### src/rtl/mmio_bus_master.sv
// LSU-side initiator for the AR/R + AW/W MMIO bus: one access at a time,
// alignment check, per-phase stall watchdog and load-data extension.
module mmio_bus_master #(
    parameter int unsigned TIMEOUT = 256,
    parameter int unsigned CNT_W   = 16
) (
    input  logic        clk,
    input  logic        reset,
    input  logic        req_valid,
    output logic        req_ready,
    input  logic        req_write,
    input  logic [31:0] req_addr,
    input  logic [31:0] req_wdata,
    input  logic [1:0]  req_size,
    input  logic        req_signed,
    output logic        resp_valid,
    input  logic        resp_ready,
    output logic [31:0] resp_rdata,
    output logic        resp_err,
    output logic [31:0] arAddr,
    output logic [31:0] arWidth,
    output logic        arValid,
    input  logic        arReady,
    input  logic [31:0] rData,
    input  logic        rValid,
    output logic        rReady,
    output logic [31:0] wAddr,
    output logic [31:0] wData,
    output logic [31:0] wWidth,
    output logic        wValid,
    input  logic        wReady
);

    typedef enum logic [2:0] {
        S_IDLE  = 3'd0,
        S_RADDR = 3'd1,
        S_RDATA = 3'd2,
        S_WRITE = 3'd3,
        S_RESP  = 3'd4
    } state_t;

    localparam logic [CNT_W-1:0] CNT_LAST = CNT_W'(TIMEOUT - 1);

    state_t             state_q, state_d;
    logic [CNT_W-1:0]   cnt_q, cnt_d;
    logic [31:0]        addr_q, addr_d;
    logic [31:0]        wdata_q, wdata_d;
    logic [2:0]         width_q, width_d;
    logic [1:0]         size_q, size_d;
    logic               sgn_q, sgn_d;
    logic [31:0]        rdata_q, rdata_d;
    logic               err_q, err_d;

    logic               bad_align;
    logic               wd_expire;
    logic [31:0]        rdata_ext;

    assign bad_align = (req_size == 2'd3)
                    || (req_size == 2'd1 && req_addr[0])
                    || (req_size == 2'd2 && req_addr[1:0] != 2'b00);

    // TIMEOUT of zero turns the watchdog off entirely
    assign wd_expire = (TIMEOUT != 0) && (cnt_q == CNT_LAST);

    always_comb begin
        rdata_ext = rData;
        case (size_q)
            2'd0:    rdata_ext = {{24{sgn_q & rData[7]}},  rData[7:0]};
            2'd1:    rdata_ext = {{16{sgn_q & rData[15]}}, rData[15:0]};
            default: rdata_ext = rData;
        endcase
    end

    always_comb begin
        state_d = state_q;
        cnt_d   = cnt_q;
        addr_d  = addr_q;
        wdata_d = wdata_q;
        width_d = width_q;
        size_d  = size_q;
        sgn_d   = sgn_q;
        rdata_d = rdata_q;
        err_d   = err_q;
        case (state_q)
            S_IDLE: begin
                if (req_valid) begin
                    addr_d  = req_addr;
                    size_d  = req_size;
                    sgn_d   = req_signed;
                    cnt_d   = '0;
                    rdata_d = '0;
                    err_d   = 1'b0;
                    case (req_size)
                        2'd0:    begin width_d = 3'd1; wdata_d = {24'd0, req_wdata[7:0]};  end
                        2'd1:    begin width_d = 3'd2; wdata_d = {16'd0, req_wdata[15:0]}; end
                        default: begin width_d = 3'd4; wdata_d = req_wdata;                end
                    endcase
                    if (bad_align) begin
                        err_d   = 1'b1;
                        state_d = S_RESP;
                    end else begin
                        state_d = req_write ? S_WRITE : S_RADDR;
                    end
                end
            end
            S_RADDR: begin
                if (arReady) begin
                    cnt_d   = '0;
                    state_d = S_RDATA;
                end else if (wd_expire) begin
                    err_d   = 1'b1;
                    state_d = S_RESP;
                end else begin
                    cnt_d = cnt_q + 1'b1;
                end
            end
            S_RDATA: begin
                if (rValid) begin
                    rdata_d = rdata_ext;
                    state_d = S_RESP;
                end else if (wd_expire) begin
                    err_d   = 1'b1;
                    state_d = S_RESP;
                end else begin
                    cnt_d = cnt_q + 1'b1;
                end
            end
            S_WRITE: begin
                if (wReady) begin
                    state_d = S_RESP;
                end else if (wd_expire) begin
                    err_d   = 1'b1;
                    state_d = S_RESP;
                end else begin
                    cnt_d = cnt_q + 1'b1;
                end
            end
            S_RESP: begin
                if (resp_ready) state_d = S_IDLE;
            end
            default: state_d = S_IDLE;
        endcase
    end

    always_ff @(posedge clk or negedge reset) begin
        if (!reset) begin
            state_q <= S_IDLE;
            cnt_q   <= '0;
            addr_q  <= '0;
            wdata_q <= '0;
            width_q <= '0;
            size_q  <= '0;
            sgn_q   <= 1'b0;
            rdata_q <= '0;
            err_q   <= 1'b0;
        end else begin
            state_q <= state_d;
            cnt_q   <= cnt_d;
            addr_q  <= addr_d;
            wdata_q <= wdata_d;
            width_q <= width_d;
            size_q  <= size_d;
            sgn_q   <= sgn_d;
            rdata_q <= rdata_d;
            err_q   <= err_d;
        end
    end

    assign req_ready  = (state_q == S_IDLE);
    assign arValid    = (state_q == S_RADDR);
    assign rReady     = (state_q == S_RDATA);
    assign wValid     = (state_q == S_WRITE);
    assign resp_valid = (state_q == S_RESP);
    assign resp_rdata = rdata_q;
    assign resp_err   = err_q;
    assign arAddr     = addr_q;
    assign wAddr      = addr_q;
    assign wData      = wdata_q;
    assign arWidth    = {29'd0, width_q};
    assign wWidth     = {29'd0, width_q};

endmodule

### config.mk
export PLATFORM = sky130hd
export DESIGN_NAME = mmio_bus_master
export DESIGN_NICKNAME = d
export VERILOG_FILES = /design/src/rtl/mmio_bus_master.sv
export SDC_FILE = /design/constraint.sdc
export NUM_CORES = 1
export LEC_CHECK = 0
export BUFFER_PORTS_ARGS = -buffer_cell sky130_fd_sc_hd__buf_2
export CORE_AREA = 2 2 118 120
export DETAILED_ROUTE_END_ITERATION = 6
export DIE_AREA = 0 0 120 122
export MAX_ROUTING_LAYER = met4
export PLACE_DENSITY = 0.8
export SLEW_MARGIN = 10
export SYNTH_ARGS = -nofsm -noshare
export SYNTH_HDL_FRONTEND = slang
export SYNTH_SLANG_ARGS = --single-unit
### constraint.sdc
create_clock -name clk -period 2.1 [get_ports clk]
set_clock_uncertainty 0.1 [all_clocks]
set_input_delay 0.315 -clock clk [delete_from_list [all_inputs] [get_ports clk]]
set_output_delay 0.315 -clock clk [all_outputs]
set_load 0.01 [all_outputs]
==> qor.yml <==
drc: 0
final_net_count: 917
core_area_mm2: 0.01350
clk_pin_slew_ns: 0.06
synth_commonest_cells: "122 x dfrtp_1, 94 x buf_4, 93 x nand2_1"
power_frac_comb_pct: 41.0
dominantRegCellSynth: "dfrtp_1"
wl_um: 14330
fin_crit_sh_pct: 97.36
num_vias: 4776
ios: 305
r2r-end: "cnt_q[3]$_DFFE_PN0P_"
synthSimpleGateAreaFrac_pct: 14.93
place_area_mm2: 0.007103
drv_slew: 0
seq_area_mm2: 0.003054
numCtsBuffers: 17
cts_num_sinks: 122
fillers: 1182
yosysWarnings: 0
synth_most_common_cell: "dfrtp_1"
peakVddDrop_uv: 920.4
whs_endpoint: "wData[2]$_DFFE_PN0P_"
synthMuxAreaShare_pct: 8.344
drtAntennaViolNets: 0
initial_utilization_pct: 44.86
clockPowerShare_pct: 26.1
r2r_slack_ns: 0.13
diodes: 0
rsz0062_at_grt: "yes"
synth_edf_count: 0
finalInstanceArea_mm2: 0.007779
fin_crit_ns: 2.045
p_leak_nw: 3.990
rr_worst_depth: 6
synthXorXnorAreaFrac_pct: 0.5783
setup-tns-final_ns: 0
maxCapViolations: 0
grt_max_degree: 42
start_kind: "flip-flop"
status: "completed"
clkLatencyLatePin_ns: 0.41
setup_viol: 0
p_sw_share_pct: 36.52
instances_no_fill: 1002
p_seq_share_pct: 33.0
min_from: "req_wdata[2]"
globalRouteTotalUtil_pct: 20.11
syn_to_final_growth_pct: 28.40
antenna_found_initial: 0
p_switching_mw: 4.350
rows: 43
ys_seq_area_share_pct: 50.39
finalHoldViolations: 0
arrival_ns: 1.63
chipWidth_um: 120
synth_cells: 586
p_int_mw: 7.562
hold_depth: 2
cp_max_fo: 11
drt-initial-drc-count: 254
cts_max_level: 4
dp_cells: 967
min_path_type: "in2reg"
routedWlPerCell_um: 14.30
yosys.area.top_type: "dfrtp_1"
synth_seq_cells: 122
cts-root-buf: "clkbuf_16"
yosysUniqueCellTypes: 52
grt_pass1_wl_um: 22490
synth.avg_cell_area_um2: 10.34
critPathKind: "reg2out"
viasPerCell: 4.766
yosys.area_share.adder_pct: 0.2065
first_pass_iters: 4
netlist_area_mm2: 0.006058
die_area_mm2: 0.01464
r2r-start: "cnt_q[0]$_DFFE_PN0P_"
end_kind: "output pin"
synth_top_family_by_area: "simple AND/OR/NAND/NOR gates"
powerDensity_mw_per_mm2: 1531
synthArstFlopShare_pct: 100.0
synth-compound-area-share_pct: 11.44
netlist.area_leader.share_pct: 50.39
cts_max_path_buffers: 2
cp_data_required_time_ns: 1.68
grt_pass1_vias: 4429
port_buffers: 246
place.gp.congestion: 0.8803
drive_gt1_share_pct: 43.80
grt-ovfl-total: 0
fmax_mhz: 489.1
multi_input_area_mm2: 0.002395
cts_tree: "done"
dp_hpwl_um: 10690
die_h_um: 122
synth_area_leaders: "dfrtp_1 50%, buf_4 12%, mux2_2 8.2%"
==> sequential cells by signal, indices dropped and copies added, names as in the netlist <==
name and flops:
arAddr 32, size_q 2, state_q 3, sgn_q 1
wData 32, resp_err 1, width_q 3, resp_rdata 32
cnt_q 16
==> critical path, cell delays in order (launching register included) <==
cell and delay (ns):
dfrtp_2 0.41, buf_4 0.18, inv_2 0.07, nor3_4 0.25, buf_6 0.18, buf_2 0.13
==> layer usage <==
metal	track usage (%)	share of wire [%]	routed length [um]	up-vias
li1	-	-	-	2314
met1	25.24	43	6183	2271
met2	32.85	51	7266	181
met3	4.354	5.3	755	10
met4	6.029	0.84	120	0
met5	-	0	0	-
==> worst max-delay path by stage <==
stage	start	endpoint	cells past startpoint	slack (ns)
global placement	cnt_q[0]$_DFFE_PN0P_	cnt_q[3]$_DFFE_PN0P_	6	0.12
CTS	state_q[1]$_DFFE_PN0P_	rReady	5	0.005
floorplan	cnt_q[0]$_DFFE_PN0P_	cnt_q[3]$_DFFE_PN0P_	6	0.23
detailed placement	cnt_q[0]$_DFFE_PN0P_	cnt_q[3]$_DFFE_PN0P_	6	0.09
finish	state_q[1]$_DFFE_PN0P_	rReady	5	0.06
global route	state_q[1]$_DFFE_PN0P_	rReady	5	-0.03
==> layout by cell type (no fill, tap or decap), drive strengths merged, types with 3 or more instances in the layout <==
cell / Yosys / final
buf: 106 / 267
dfrtp: 122 / 122
nand2: 93 / 93
o21ai: 59 / 59
conb: 1 / 58
mux2: 44 / 44
clkbuf: 15 / 21
nand2b: 18 / 18
a22o: 17 / 17
nor2: 17 / 17
nand4: 11 / 11
nand3: 11 / 11
a21oi: 10 / 10
o21a: 8 / 8
nor3: 8 / 8
or3: 5 / 5
or4: 5 / 5
clkinv: 0 / 5
xor2: 4 / 4
bufinv: 0 / 4
nor4: 3 / 3
o211ai: 3 / 3
inv: 3 / 3
o21bai: 3 / 3
==> area by class of cell <==
cell class                      instances  share of cell area [%]
Sequential cell                       122                   39.26
Multi-Input combinational cell        397                   30.79
Timing Repair Buffer                  268                   18.71
Clock buffer                           21                   6.048
Tap cell                              180                   2.895
Clock inverter                         11                   2.155
Inverter                                3                  0.1448
==> per-stage QoR <==
stage,hold WS (ns),setup WS [ns],power [mW],utilization (%)
after detailed placement,0.1784,0.08749,8.832,52.60
after global routing,0.02445,-0.02955,12.69,57.60
after global placement,0.1811,0.1174,8.698,52.60
after CTS,0.01808,0.005122,12.02,57.49
final,0.03607,0.05544,11.91,57.60
after floorplan,-0.08059,0.2299,7.286,-
==> cell families (layout without fill, tap and decap cells) <==
logic type,after synthesis,after routing
xor+xnor,4,4
mux,45,45
simple gates,182,182
flops,122,122
compound gates,107,107
buf+inv,124,303
fa+ha+maj,1,1
other cells,1,58
==> power by group through the flow <==
stage | combinational, mW | sequential (mW) | clock [mW]
6_report | 4.88 | 3.93 | 3.11
2_1_floorplan | 2.99 | 4.29 | 0
3_3_place_gp | 4.78 | 3.91 | 0
5_1_grt | 5.35 | 4.05 | 3.30
3_5_place_dp | 4.87 | 3.97 | 0
4_1_cts | 4.91 | 3.94 | 3.17
==> repair_timing <==
item                                    CTS  global route
resized for setup                         2             1
hold buffers                              1             0
endpoints found under the setup margin    1             5
buffers inserted                          1             1
hold endpoints to repair                 28             0
gates cloned                              0             0
pin swaps                                 1             0
Note: power is estimated with default switching activity, not from simulation.
